$ cat src/rtl/gate_drive_pkg.sv
// Shared types and board mapping for the gate driver interface.
package gate_drive_pkg;

    localparam int unsigned NumIgbt  = 5;
    localparam int unsigned NumScr   = 2;
    localparam int unsigned NumBoard = 3;

    // Watchdog counter width, wide enough for the 100 ms default limit.
    localparam int unsigned OnCntW = 24;

    // Marks a channel that has no partner (IGBT4 on board3).
    localparam int NoPartner = -1;

    typedef enum logic [1:0] {
        IgbtOff,
        IgbtArm,
        IgbtOn,
        IgbtLock
    } igbt_state_e;

    typedef enum logic [1:0] {
        ScrIdle,
        ScrHi,
        ScrLo
    } scr_state_e;

    // PARTNER = {1, 0, 3, 2, none}
    function automatic int partner_of(input int unsigned ch);
        case (ch)
            0:       return 1;
            1:       return 0;
            2:       return 3;
            3:       return 2;
            default: return NoPartner;
        endcase
    endfunction

    // BOARD = {0, 0, 1, 1, 2}
    function automatic int unsigned board_of(input int unsigned ch);
        return ch / 2;
    endfunction

    // Counter width able to hold n-1, never narrower than 1 bit.
    function automatic int unsigned cnt_width(input int unsigned n);
        return (n > 1) ? $clog2(n) : 1;
    endfunction

endpackage

$ cat src/rtl/gate_drive_if_igbt_channel_fsm.sv
// Single IGBT channel: dead-time interlock against the partner gate and an
// on-time watchdog. The gate output is a registered decode of the ON state.
module igbt_channel_fsm
    import gate_drive_pkg::*;
#(
    parameter int unsigned DEAD_CYC   = 100,
    parameter int unsigned MAX_ON_CYC = 5_000_000
) (
    input  logic sys_clk,
    input  logic sys_rst_n,
    input  logic en_i,
    input  logic block_i,
    input  logic partner_gate_i,
    output logic gate_o
);

    localparam int unsigned DeadW = cnt_width(DEAD_CYC);
    localparam logic [DeadW-1:0]  DeadLast = DeadW'(DEAD_CYC - 1);
    localparam logic [OnCntW-1:0] OnLast   = OnCntW'(MAX_ON_CYC - 1);

    igbt_state_e       state_q;
    logic [DeadW-1:0]  dead_cnt_q;
    logic [OnCntW-1:0] on_cnt_q;
    logic              gate_q;

    // Channel FSM with its dead-time and watchdog counters and the registered gate.
    always_ff @(posedge sys_clk or negedge sys_rst_n) begin
        if (!sys_rst_n) begin
            state_q    <= IgbtOff;
            dead_cnt_q <= '0;
            on_cnt_q   <= '0;
            gate_q     <= 1'b0;
        end else begin
            unique case (state_q)
                IgbtOff: begin
                    if (en_i && !block_i) begin
                        state_q    <= IgbtArm;
                        dead_cnt_q <= '0;
                    end
                end
                IgbtArm: begin
                    if (!en_i) begin
                        state_q <= IgbtOff;
                    end else if (block_i) begin
                        state_q <= IgbtLock;
                    end else if (partner_gate_i) begin
                        // Dead time only starts once the partner is actually low.
                        dead_cnt_q <= '0;
                    end else if (dead_cnt_q == DeadLast) begin
                        state_q  <= IgbtOn;
                        on_cnt_q <= '0;
                        gate_q   <= 1'b1;
                    end else begin
                        dead_cnt_q <= dead_cnt_q + 1'b1;
                    end
                end
                IgbtOn: begin
                    if (!en_i) begin
                        state_q <= IgbtOff;
                        gate_q  <= 1'b0;
                    end else if (block_i || on_cnt_q == OnLast) begin
                        state_q <= IgbtLock;
                        gate_q  <= 1'b0;
                    end else if (on_cnt_q != '1) begin
                        on_cnt_q <= on_cnt_q + 1'b1;
                    end
                end
                IgbtLock: begin
                    // Restart requires the request to be withdrawn first.
                    if (!en_i) begin
                        state_q <= IgbtOff;
                    end
                end
                default: begin
                    state_q <= IgbtOff;
                    gate_q  <= 1'b0;
                end
            endcase
        end
    end

    assign gate_o = gate_q;

endmodule

$ cat src/rtl/gate_drive_if.sv
// Driver-side end of the pulse-logic enable/status interface: five interlocked
// IGBT channels, two SCR trigger trains and per-board fault filtering.
module gate_drive_if
    import gate_drive_pkg::*;
#(
    parameter int unsigned DEAD_CYC     = 100,
    parameter int unsigned MAX_ON_CYC   = 5_000_000,
    parameter int unsigned FLT_FILT_CYC = 25,
    parameter int unsigned SCR_HI_CYC   = 500,
    parameter int unsigned SCR_LO_CYC   = 1500
) (
    input  logic                sys_clk,
    input  logic                sys_rst_n,
    input  logic [NumIgbt-1:0]  IGBT_on_EN,
    input  logic [NumScr-1:0]   SCR_on_EN,
    input  logic                reset_IGBT_driver1,
    input  logic                reset_IGBT_driver2,
    input  logic                reset_IGBT_driver3,
    input  logic [NumBoard-1:0] drv_fault_n,
    output logic [NumIgbt-1:0]  igbt_gate,
    output logic [NumScr-1:0]   scr_gate,
    output logic [NumIgbt-1:0]  IGBT_status,
    output logic [NumScr-1:0]   SCR_status,
    output logic                fault_IGBT_driver1,
    output logic                fault_IGBT_driver2,
    output logic                fault_IGBT_driver3,
    output logic                error_IGBT_driver1,
    output logic                error_IGBT_driver2,
    output logic                error_IGBT_driver3
);

    localparam int unsigned FltW = cnt_width(FLT_FILT_CYC);
    localparam logic [FltW-1:0] FltLast = FltW'(FLT_FILT_CYC - 1);

    localparam int unsigned ScrMax = (SCR_HI_CYC > SCR_LO_CYC) ? SCR_HI_CYC : SCR_LO_CYC;
    localparam int unsigned ScrW   = cnt_width(ScrMax);
    localparam logic [ScrW-1:0] ScrHiLast = ScrW'(SCR_HI_CYC - 1);
    localparam logic [ScrW-1:0] ScrLoLast = ScrW'(SCR_LO_CYC - 1);

    logic [NumBoard-1:0] rst_req;
    logic [NumBoard-1:0] sync1_q;
    logic [NumBoard-1:0] sync2_q;
    logic [NumBoard-1:0][FltW-1:0] flt_cnt_q;
    logic [NumBoard-1:0] flt_q;
    logic [NumBoard-1:0] err_q;
    logic [NumIgbt-1:0]  gate_w;

    scr_state_e [NumScr-1:0]           scr_state_q;
    logic       [NumScr-1:0][ScrW-1:0] scr_cnt_q;
    logic       [NumScr-1:0]           scr_en_q;
    logic       [NumScr-1:0]           scr_gate_q;
    logic       [NumScr-1:0]           scr_status_q;

    assign rst_req = {reset_IGBT_driver3, reset_IGBT_driver2, reset_IGBT_driver1};

    // Double-flop synchroniser for the raw fault lines, idling at the no-fault level.
    always_ff @(posedge sys_clk or negedge sys_rst_n) begin
        if (!sys_rst_n) begin
            sync1_q <= '1;
            sync2_q <= '1;
        end else begin
            sync1_q <= drv_fault_n;
            sync2_q <= sync1_q;
        end
    end

    // Fault filter and latch per board; clearing is only honoured once the fault is gone.
    always_ff @(posedge sys_clk or negedge sys_rst_n) begin
        if (!sys_rst_n) begin
            flt_cnt_q <= '0;
            flt_q     <= '0;
        end else begin
            for (int b = 0; b < NumBoard; b++) begin
                if (!sync2_q[b]) begin
                    if (flt_cnt_q[b] == FltLast) begin
                        flt_q[b] <= 1'b1;
                    end else begin
                        flt_cnt_q[b] <= flt_cnt_q[b] + 1'b1;
                    end
                end else begin
                    flt_cnt_q[b] <= '0;
                    if (rst_req[b]) begin
                        flt_q[b] <= 1'b0;
                    end
                end
            end
        end
    end

    // Both-enables error per board, registered and not latched; board3 has no pair.
    always_ff @(posedge sys_clk or negedge sys_rst_n) begin
        if (!sys_rst_n) begin
            err_q <= '0;
        end else begin
            err_q <= {1'b0, IGBT_on_EN[3] & IGBT_on_EN[2], IGBT_on_EN[1] & IGBT_on_EN[0]};
        end
    end

    for (genvar i = 0; i < NumIgbt; i++) begin : g_igbt
        localparam int          Partner = partner_of(i);
        localparam int unsigned Board   = board_of(i);

        logic partner_gate;
        logic block;

        if (Partner != NoPartner) begin : g_pair
            assign partner_gate = gate_w[Partner];
        end else begin : g_solo
            assign partner_gate = 1'b0;
        end

        assign block = flt_q[Board] | err_q[Board];

        igbt_channel_fsm #(
            .DEAD_CYC   (DEAD_CYC),
            .MAX_ON_CYC (MAX_ON_CYC)
        ) u_fsm (
            .sys_clk        (sys_clk),
            .sys_rst_n      (sys_rst_n),
            .en_i           (IGBT_on_EN[i]),
            .block_i        (block),
            .partner_gate_i (partner_gate),
            .gate_o         (gate_w[i])
        );
    end

    // SCR trigger trains: a started HI pulse always runs to completion, LO aborts on en low.
    always_ff @(posedge sys_clk or negedge sys_rst_n) begin
        if (!sys_rst_n) begin
            for (int s = 0; s < NumScr; s++) begin
                scr_state_q[s] <= ScrIdle;
            end
            scr_cnt_q    <= '0;
            scr_en_q     <= '0;
            scr_gate_q   <= '0;
            scr_status_q <= '0;
        end else begin
            for (int s = 0; s < NumScr; s++) begin
                scr_en_q[s] <= SCR_on_EN[s];
                unique case (scr_state_q[s])
                    ScrIdle: begin
                        if (SCR_on_EN[s] && !scr_en_q[s]) begin
                            scr_state_q[s]  <= ScrHi;
                            scr_cnt_q[s]    <= '0;
                            scr_gate_q[s]   <= 1'b1;
                            scr_status_q[s] <= 1'b1;
                        end
                    end
                    ScrHi: begin
                        if (scr_cnt_q[s] == ScrHiLast) begin
                            scr_state_q[s] <= ScrLo;
                            scr_cnt_q[s]   <= '0;
                            scr_gate_q[s]  <= 1'b0;
                        end else begin
                            scr_cnt_q[s] <= scr_cnt_q[s] + 1'b1;
                        end
                    end
                    ScrLo: begin
                        if (!SCR_on_EN[s]) begin
                            scr_state_q[s]  <= ScrIdle;
                            scr_cnt_q[s]    <= '0;
                            scr_status_q[s] <= 1'b0;
                        end else if (scr_cnt_q[s] == ScrLoLast) begin
                            scr_state_q[s] <= ScrHi;
                            scr_cnt_q[s]   <= '0;
                            scr_gate_q[s]  <= 1'b1;
                        end else begin
                            scr_cnt_q[s] <= scr_cnt_q[s] + 1'b1;
                        end
                    end
                    default: begin
                        scr_state_q[s]  <= ScrIdle;
                        scr_cnt_q[s]    <= '0;
                        scr_gate_q[s]   <= 1'b0;
                        scr_status_q[s] <= 1'b0;
                    end
                endcase
            end
        end
    end

    assign igbt_gate   = gate_w;
    assign IGBT_status = gate_w;
    assign scr_gate    = scr_gate_q;
    assign SCR_status  = scr_status_q;

    assign fault_IGBT_driver1 = flt_q[0];
    assign fault_IGBT_driver2 = flt_q[1];
    assign fault_IGBT_driver3 = flt_q[2];
    assign error_IGBT_driver1 = err_q[0];
    assign error_IGBT_driver2 = err_q[1];
    assign error_IGBT_driver3 = err_q[2];

endmodule

$ cat config.mk
export PLATFORM = sky130hd
export DESIGN_NAME = gate_drive_if
export DESIGN_NICKNAME = d
export VERILOG_FILES = /design/src/rtl/gate_drive_pkg.sv /design/src/rtl/gate_drive_if_igbt_channel_fsm.sv /design/src/rtl/gate_drive_if.sv
export SDC_FILE = /design/constraint.sdc
export NUM_CORES = 1
export LEC_CHECK = 0
export ABC_AREA = 1
export BUFFER_PORTS_ARGS = -buffer_cell sky130_fd_sc_hd__buf_2
export CAP_MARGIN = 20
export CORE_MARGIN = 8
export CORE_UTILIZATION = 25
export CTS_CLUSTER_DIAMETER = 60
export DETAILED_ROUTE_END_ITERATION = 16
export PLACE_DENSITY = 0.45
export SKIP_CTS_REPAIR_TIMING = 1
export SLEW_MARGIN = 20
export SYNTH_ARGS = -nofsm -noshare
export SYNTH_HDL_FRONTEND = slang
export SYNTH_HIERARCHICAL = 1
export SYNTH_SLANG_ARGS = --single-unit
$ cat constraint.sdc
create_clock -name sys_clk -period 2.2 [get_ports sys_clk]
set_input_delay 0.22 -clock sys_clk [delete_from_list [all_inputs] [get_ports sys_clk]]
set_output_delay 0.22 -clock sys_clk [all_outputs]
set_load 0.02 [all_outputs]
Yosys cells after proc, flatten, opt, wreduce, memory -nomap -nowiden
Index checks and enable logic that the tools add are counted.

word-level totals
  register bits after elaboration = 228
  output and inout port bits = 20

operators by class
  bitwise operators = 6
  reduce and logical (&&, ||, !) cells = 66
  mux-type cells = 195
  equal/unequal tests = 122
  $add $sub $neg = 15

operators by type and width
  kind                   count
  $mux 24                34
  $pmux 24 s2            5
  $mux 7                 24
  $add 24x1->24 const B  5
  $eq 24x23->1 const B   5
  $ne 24x24->1 const B   5
  $mux 2                 47
  $ne 2x2->1 const B     46
  $mux 11                8
  $pmux 7 s2             5
  $pmux 11 s3            2
  $reduce_and 5->1       10
  $mux 1                 48
  $pmux 2 s4             5
  $add 7x1->7 const B    5
  $eq 7x7->1 const B     5
  $reduce_and 8->1       4
  $mux 5                 6
  $ne 2x1->1 const B     15
  $reduce_bool 2->1      13
  $eq 2x2->1 const B     12
  $reduce_and 6->1       4
  $add 11x1->11 const B  2
  $eq 11x11->1 const B   2
  23 further kinds       87

Logic depth before layout (Yosys ltp)
Gate-level depths: netlist (run 1).

  depth after elaboration = 6
  gate-level depth with buffers = 12
  depth with buffers taken out = 10

Modules after synthesis
Netlist (run 1), hierarchy kept.

by module, submodules not included
  module                                  area an instance (um^2)  cells an instance  times used  seq. area each (um^2)
  igbt_channel_fsm (g_igbt[1].u_fsm ...)  2403.6                   368                3           850.8
  gate_drive_if                           3104.2                   365                1           1458.9
  igbt_channel_fsm (g_igbt[0].u_fsm)      2494.9                   363                1           850.8
  igbt_channel_fsm (g_igbt[4].u_fsm)      2462.4                   358                1           850.8

Worst setup path before layout (run 1)
OpenSTA, ideal clock, no wires.

  kind = flip-flop to flip-flop
  from = register err_q[0]
  to = register g_igbt[0].u_fsm.on_cnt_q[6]
  library setup time = 0.123 ns
  buffers on the path = 2
  data required time = 2.077 ns
  cell stages (with the launch flop) = 12
  setup slack = 0.451 ns
  arrival time = 1.626 ns
  path through = dfrtp_1 or2_2 inv_1 nor2_1 nor2_1 nand3_1 nor2_1 nand2_2 buf_6 buf_12 nand2_2 o21ai_2

on the way
  cells in the longest elaborated chain, start to end = 4
  elaborated cells on any way between the ends = 5
  those cells by class = eq/ne: 2; bitwise: 1; reduce/logical: 2

ends and longest elaborated chain
  element                         line                                  source
  from (decl)                     gate_drive_if.sv:45                   logic [NumBoard-1:0] err_q;
  from (signal assigned)          gate_drive_if.sv:95                   err_q <= {1'b0, IGBT_on_EN[3] & IGBT_on_EN[2], IGBT_on_EN[1] & IGBT_on_EN[0]};
  $or 1x1->1 (*)                  gate_drive_if.sv:112                  assign block = flt_q[Board] | err_q[Board];
  via g_igbt[0].block             gate_drive_if.sv:104                  logic block;
  $logic_or 1x1->1                gate_drive_if_igbt_channel_fsm.sv:61  end else if (block_i || on_cnt_q == OnLast) begin
  $ne 2x2->1 (no line)            -
  $reduce_and 8->1 (no line) (*)  -
  to (signal assigned)            gate_drive_if_igbt_channel_fsm.sv:65  on_cnt_q <= on_cnt_q + 1'b1;
  to (decl)                       gate_drive_if_igbt_channel_fsm.sv:23  logic [OnCntW-1:0] on_cnt_q;

Mark *: on every way through the listed nets, which the timed path passes. The rest lies on a longest branch.
A chain may end at the register's enable or synchronous reset.

Worst setup path after layout (run 1)
  from = register g_igbt[0].u_fsm.on_cnt_q[1]
  to = register g_igbt[0].u_fsm.on_cnt_q[16]

on the way
  cells in the longest elaborated chain, start to end = 5
  elaborated cells on any way between the ends = 11
  those cells by class = add/sub: 1; eq/ne: 4; mux: 4; reduce/logical: 2

ends and longest elaborated chain
  element        line                                  source
  $add 24x1->24  gate_drive_if_igbt_channel_fsm.sv:65
  $mux 24        gate_drive_if_igbt_channel_fsm.sv:64  end else if (on_cnt_q != '1) begin
  $mux 24        gate_drive_if_igbt_channel_fsm.sv:61
  $mux 24        gate_drive_if_igbt_channel_fsm.sv:58  if (!en_i) begin
  $pmux 24 s2    gate_drive_if_igbt_channel_fsm.sv:34  unique case (state_q)

Parallel ways exist; a longest one is shown, timed or not. The select of a mux whose other input is x is not followed.

==> results of run 1 <==
-- cell families after synthesis --
| logic type | count (synthesis) | synth area share, % |
|---|---|---|
| compound gates | 233 | 9.80 |
| xor+xnor | 28 | 1.61 |
| fa+ha+maj | 26 | 2.13 |
| buf+inv | 258 | 7.74 |
| flops | 228 | 37.4 |
| other cells | 1 | 0.0246 |
| simple gates | 1416 | 41.3 |
-- worst min-delay path, stage by stage --
cell	delay (ns)
buf_2	0.13
nand3_2	0.08
inv_1	0.03
nand4_1	0.07
nand2_1	0.05
-- path summary, 6_finish.rpt --
path,to,slack (ns),cells past startpoint
setup / recovery,g_igbt[0].u_fsm/on_cnt_q[16],0.22,10
hold / removal,g_igbt[4].u_fsm/state_q[1],0.09,5
setup reg to reg,g_igbt[0].u_fsm/on_cnt_q[16],0.22,10
hold reg to reg,sync2_q[1],0.35,0
max in group asynchronous,scr_gate[0],1.21,3
min in group asynchronous,g_igbt[1].u_fsm/dead_cnt_q[4],0.25,2
-- sequential cells by signal, indices dropped and copies added, names as in the netlist, 4 cells and up --
register,count
scr_cnt_q,22
flt_cnt_q,15
scr_state_q,4
g_igbt.u_fsm/state_q,10
g_igbt.u_fsm/on_cnt_q,120
g_igbt.u_fsm/dead_cnt_q,35
g_igbt.u_fsm/gate_o,5
-- through the flow --
step	power, mW	cell area, sq um	cells	util [%]	setup slack, ns
detailed placement	8.88	16400	2993	27.2	0.194
global placement	8.81	16400	2993	27.2	0.229
finish	15.0	17900	3073	29.7	0.218
floorplan	7.98	15300	2192	-	0.451
CTS	15.3	17800	3060	29.4	0.178
global route	16.1	17900	3073	29.7	0.0271
-- cell usage in the layout, fill, tap and decap left out, types with 3 or more instances in the layout --
cell type,count
nand2_1,629
nor2_1,312
nand3_1,233
dfrtp_1,222
inv_1,183
o21ai_0,64
nand4_1,63
o21ai_2,62
nand2_2,59
o21ai_1,50
or2_2,42
clkbuf_16,39
buf_2,32
inv_2,25
nor3_1,25
ha_1,25
buf_4,25
xor2_1,23
a21oi_1,23
o21bai_1,20
nor2_2,17
dlygate4sd3_1,13
nor2_4,11
buf_12,11
clkbuf_8,10
nand3b_1,9
nand3_2,6
dfstp_2,6
xnor2_1,5
o22ai_1,5
inv_6,4
bufinv_16,4
a22oi_1,4
nand2_4,3
conb_1,3
clkbuf_1,3
clkinv_4,3
nor3b_1,3
-- metal layers --
layer  vias up  share of wire (%)  global-route usage, %
met5         -                  0                      0
met4         0                2.1                   3.00
met3        55                3.1                   2.09
met2       120                 46                   17.6
met1      6281                 49                   14.3
li1       7231                  -                      -
-- power by group through the flow --
stage | logic, mW | registers [mW] | clock network, mW
after floorplan | 3.03 | 4.95 | 0
after CTS | 3.92 | 4.90 | 6.52
after detailed placement | 3.91 | 4.97 | 0
after global routing | 4.44 | 4.96 | 6.67
final | 3.86 | 4.90 | 6.26
after global placement | 3.85 | 4.96 | 0
-- cell type report --
class / count / area [sq um]
Fill cell: 6515 / 42500
Timing Repair Buffer: 82 / 713
Clock inverter: 15 / 206
Inverter: 208 / 781
Clock buffer: 52 / 1120
Sequential cell: 228 / 5710
Multi-Input combinational cell: 1706 / 8390
Tap cell: 782 / 978
==> summary.txt, run 1 <==
Run status
  – Status: finished, final reports clean

Critical path
  – Data required time of the worst path: around 2.7 ns
  – Worst Path Arrival: around 2.5 ns
  – Worst path buffer plus inverter count: 2
  – Critical path type: register to register
  – Largest stage delay on the critical path: roughly 0.4 ns
  – Highest-delay cell along the critical path: dfrtp_1
  – Critical path peak fanout: 48
  – Critical Path Source Type: register
  – Most frequent cell on the critical path: nor2_1
  – CP top delay family: simple AND/OR/NAND/NOR gates
  – Crit path from: g_igbt[0].u_fsm/on_cnt_q[1]
  – Worst path cell trace: ha_1 -> inv_1 -> nor2_4 -> nand4_1 -> nor2_1 -> nor2_1 -> nand2_2 -> buf_12 -> nand2_1 -> o21ai_2
  – RR Startpoint: g_igbt[0].u_fsm/on_cnt_q[1]
  – CP Capture Type: register

Timing
  – Unrepaired setup endpoints after global routing: false
  – Final setup fails: 0
  – Final Hold Fails: 0
  – Worst Skew: 0.0189 ns
  – Final min period: 1.98 ns
  – Fmax: roughly 0.50 GHz
  – Worst Max-Slew Pin Slew: 0.658 ns
  – Final Cycle Share: roughly 90%
  – Max Slew Vio Count: 0
  – Max-slew headroom: a little under three fifths
  – Final setup TNS: 0 ns
  – WHS: around 0.09 ns

Global routing
  – First-pass GRT wire length: 64600 microns
  – Tot GR Track Use: 10.7%
  – Pin count of the biggest net entering global routing: 71
  – Vias in the first global route: about 13k
  – Initial antenna violation count: 0
  – Total global routing overflow: 0

Power and ir drop
  – Switching power: 5.20 mW
  – Clock share of power: between 40% and 50%
  – Pwr Density: roughly 840 nW/um^2
  – Worst vdd ir: around 0.50 mV
  – Sequential share of power: 32.6%
  – Net Sw Frac: roughly a third
  – P_leak: around 7.4 nW
  – Int Pwr: about 9.8 mW
  – Comb pwr share: 25.7%

Routing
  – WL final: 36800 microns
  – Vias per inst: 4.45
  – Initial DRC Count: 657
  – Routed len/inst: 12.0 microns
  – DR DRC count: 0
  – Via count: 13.7k
  – Antenna Nets Post-Route: 0
  – First-pass iteration count of the detailed router: 5

Clock network
  – H-tree depth: 2
  – Clock root buffer: clkbuf_16
  – CTS Buf Count: 37
  – Maximum buffer depth of the clock tree: 3
  – Clock sinks: between 200 and 250
  – CTS tree: done
  – Clock-pin slew on the worst setup and hold paths: 0.06 ns
  – Clock Latency Late Sink: around 0.54 ns

Synth
  – Synth cell types: 40
  – Synth Warn #: 6
  – Number of synthesized flops with an enable pin: 0
  – Ys flop type: dfrtp_1
  – Top-count cell post-synth: nand2_1
  – Synth area leaders: dfrtp_1 (36%), nand2_1 (15%), nor2_1 (7.7%)
  – Synthesized instance count: 2190
  – Post-synth top area cell: dfrtp_1
  – Ys async rst share: 100%
  – Post-synthesis cell area: 15300 sq um
  – Post-synth top area share: 36.4%
  – Synthesized flop and latch total: 228
  – Syn avg cell area: 6.97 sq um
  – Register area share after synthesis: 37.4%
  – Top post-synthesis cells by count: nand2_1 (629), nor2_1 (312), nand3_1 (233), dfrtp_1 (222), inv_1 (183)

Finish
  – Antenna diode count: 0
  – Area growth, synth to finish: 17.2%
  – Share of cells above drive strength 1: 16.2%
  – Final net count: ~2.3k

Place
  – Gpl congestion: 0.822
  – Port Buf Inserts: 33
  – Post-DP HPWL: 26300 microns

Hold path
  – Hold crit path type: primary input to register
  – Hold path startpoint: IGBT_on_EN[4]

Die
  – Die width: 263 microns
  – Initial core utilization: roughly 25%
  – Core area: 60400 sq um
  – # rows: 90
  – Ports: 35
  – Die Y: 263 microns
  – DIE AREA: 69300 sq um

Job
  – Max Cap Viol: 0
No activity file was read; power rests on OpenSTA's default activity.
==> run 2: changes to the inputs <==
--- a/config.mk
+++ b/config.mk
@@ -9,10 +9,12 @@
 export BUFFER_PORTS_ARGS = -buffer_cell sky130_fd_sc_hd__buf_2
 export CAP_MARGIN = 20
 export CORE_MARGIN = 8
-export CORE_UTILIZATION = 25
+export CORE_UTILIZATION = 45
+export CTS_BUF_LIST = sky130_fd_sc_hd__clkbuf_4 sky130_fd_sc_hd__clkbuf_8
 export CTS_CLUSTER_DIAMETER = 60
 export DETAILED_ROUTE_END_ITERATION = 16
-export PLACE_DENSITY = 0.45
+export PLACE_DENSITY = 0.67
+export RECOVER_POWER = 50
 export SKIP_CTS_REPAIR_TIMING = 1
 export SLEW_MARGIN = 20
 export SYNTH_ARGS = -nofsm -noshare
==> summary.txt, run 2 (synthesized netlist as in run 1, its figures left out) <==
Critical path
  – Worst Path Arrival: 2.43 ns (-0.02 ns)
  – RR Startpoint: g_igbt[4].u_fsm/on_cnt_q[0]
  – Critical path peak fanout: 22 (-54%)
  – Most frequent cell on the critical path: nand2_1
  – Highest-delay cell along the critical path: dfrtp_1
  – Worst path cell trace: ha_2 -> nand3_1 -> nor2_1 -> nand3_1 -> nand2_1 -> nand2_1 -> nand2_2 -> buf_12 -> nand2_1 -> o21ai_2
  – Critical path type: register to register
  – CP Capture Type: register
  – Crit path from: g_igbt[4].u_fsm/on_cnt_q[0]
  – Data required time of the worst path: 2.66 ns (about the same)
  – Critical Path Source Type: register
  – Largest stage delay on the critical path: 0.46 ns (+0.05 ns)

Place
  – Post-DP HPWL: 23700 microns (-10%)
  – DP Area: 15900 sq um (-3.0%)
  – Port Buf Inserts: 33 (unchanged)
  – Placement Setup Slack: 0.241 ns (+0.0470 ns)
  – Cells after DPL: 2651 (-11%)
  – Gpl congestion: 0.919 (+12%)

Power and ir drop
  – P_leak: 7.18 nW (-3.1%)
  – Comb pwr share: 29.2% (+3.5 points)
  – Clock share of power: 33.0% (-8.7 points)
  – Net Sw Frac: 36.8% (+2.2 points)
  – Switching power: 4.77 mW (-8.2%)
  – Int Pwr: 8.21 mW (-16%)
  – Pwr Density: 765 nW/um^2 (-8.7%)
  – Worst vdd ir: 0.374 mV (-25%)
  – Pwr Total: 13.0 mW (-14%)
  – Sequential share of power: 37.8% (+5.2 points)

Routing
  – Via count: 13.9k (+1.2%)
  – Vias per inst: 5.05 (+13%)
  – WL final: 33300 microns (-9.5%)
  – Routed len/inst: 12.1 microns (+1.4%)
  – Initial DRC Count: 920 (+40%)
  – DR DRC count: 0 (unchanged)
  – Antenna Nets Post-Route: 0 (unchanged)
  – First-pass iteration count of the detailed router: 5 (unchanged)

Timing
  – Unrepaired setup endpoints after global routing: false
  – Fmax: 0.508 GHz (+0.71%)
  – Final Hold Fails: 0 (unchanged)
  – Final min period: 1.97 ns (-0.0140 ns)
  – Max-slew headroom: -6.86% (-63 points)
  – Worst Skew: 0.0134 ns (-0.00545 ns)
  – Max Slew Vio Count: 62 (+62)
  – Worst Max-Slew Pin Slew: 1.60 ns (+0.945 ns)
  – Final setup TNS: 0 ns (unchanged)
  – Final Cycle Share: 89.5% (-0.64 points)
  – Setup ws final: 0.232 ns (+0.0140 ns)
  – Final setup fails: 0 (unchanged)

Die
  – Initial core utilization: 45.7% (+20 points)
  – Die Y: 200 microns (-24%)
  – DIE AREA: 40100 sq um (-42%)
  – # rows: 67 (-26%)
  – Core area: 33400 sq um (-45%)
  – Ports: 35 (unchanged)
  – Die width: 200 microns (-24%)

Global routing
  – Total global routing overflow: 0 (unchanged)
  – Pin count of the biggest net entering global routing: 64 (-9.9%)
  – Tot GR Track Use: 16.7% (+5.9 points)
  – Initial antenna violation count: 1 (+1)
  – Vias in the first global route: 13.5k (+2.3%)
  – First-pass GRT wire length: 60000 microns (-7.0%)

Clock network
  – Maximum buffer depth of the clock tree: 3 (unchanged)
  – H-tree depth: 2 (unchanged)
  – CTS tree: done
  – Clock sinks: 228 (unchanged)
  – Clock-pin slew on the worst setup and hold paths: 0.06 ns (about the same)
  – Clock Latency Late Sink: 0.54 ns (about the same)
  – CTS Buf Count: 44 (+19%)
  – Clock root buffer: clkbuf_8

Finish
  – Area growth, synth to finish: 11.1%
  – Commonest non-fill, non-tap cell in the layout: nand2_1
  – Share of cells above drive strength 1: 16.3% (+0.20 points)
  – Area of the multi-input gates: 8390 sq um (about the same)
  – Final net count: 2303 (-0.043%)
  – FILL cells: 3241 (-50%)
  – Most frequent cells in the layout: nand2_1 (629), nor2_1 (312), nand3_1 (233)
  – Non-Filler Instances: 2743 (-11%)
  – FF+latch area: 5710 sq um (unchanged)
  – Most flops, register: g_igbt.u_fsm/on_cnt_q
  – Largest registers: g_igbt.u_fsm/on_cnt_q (120), g_igbt.u_fsm/dead_cnt_q (35), scr_cnt_q (22)
  – Max reg flops: 120 (unchanged)
  – Fin area: 17000 sq um (-5.2%)

Job
  – Max Cap Viol: 1 (+1)

Run status
  – Failing checks: capacitance limit, slew limit
  – Status: finished, violations left

Hold path
  – Hold path startpoint: IGBT_on_EN[4]
  – Hold crit path type: primary input to register
run 2: changes by cell type in the layout (fill, tap and decap cells not counted), sizes merged:
cell      delta
clkinv       +2
buf         -12
inv          -4
clkbuf      +23
clkinvlp     -2
bufinv       -4
diode        +1
run 2: final timing paths:
kind,end,slack [ns],depth (start not counted)
setup / recovery,g_igbt[4].u_fsm/on_cnt_q[15],0.23,10
hold / removal,g_igbt[4].u_fsm/state_q[1],0.09,5
max in group asynchronous,g_igbt[4].u_fsm/on_cnt_q[5],0.38,3
setup reg to reg,g_igbt[4].u_fsm/on_cnt_q[15],0.23,10
min in group asynchronous,scr_gate[0],0.63,2
hold reg to reg,sync2_q[0],0.35,0
run 2: layer usage:
layer	part of all wire (%)	GRT usage (%)	vias to the layer above
li1	-	-	7229
met1	48	21.4	6355
met2	46	28.5	198
met3	3.3	2.37	73
met4	2.5	5.37	0
met5	0	0	-
run 2: power by group through the flow:
stage                     combinational (mW)  sequential [mW]  clock, mW
after global routing                    4.29             4.95       4.66
after global placement                  3.68             4.95          0
after floorplan                         3.03             4.95          0
final                                   3.79             4.91       4.29
after CTS                               3.81             4.90       4.47
after detailed placement                3.79             4.97          0
run 2: metrics by stage:
step                      util (%)  hold WS (ns)
final                         50.7        0.0929
after global routing          50.7        0.0796
after floorplan                  -       -0.0756
after detailed placement      47.7         0.224
after global placement        47.7         0.219
after CTS                     50.4        -0.383
run 2: final cells by class:
| type | instances | share of cell area [%] |
|---|---|---|
| repair buffers | 74 | 3.59 |
| clock buffers | 71 | 5.13 |
| multi-input cells | 1706 | 49.5 |
| well taps | 448 | 3.30 |
| inverters | 208 | 4.60 |
| diodes | 1 | 0.0148 |
| flip-flops and latches | 228 | 33.7 |
| clock inverters | 7 | 0.207 |
run 2: critical path: cells and delay by family, from the launching register on:
family                   cells  cell delay (ns)
AO/OA/AOI/OAI                1             0.06
adder cells (fa/ha/maj)      1             0.27
flip-flops                   1             0.46
AND/OR/NAND/NOR              7             0.87
buffers and inverters        1             0.22
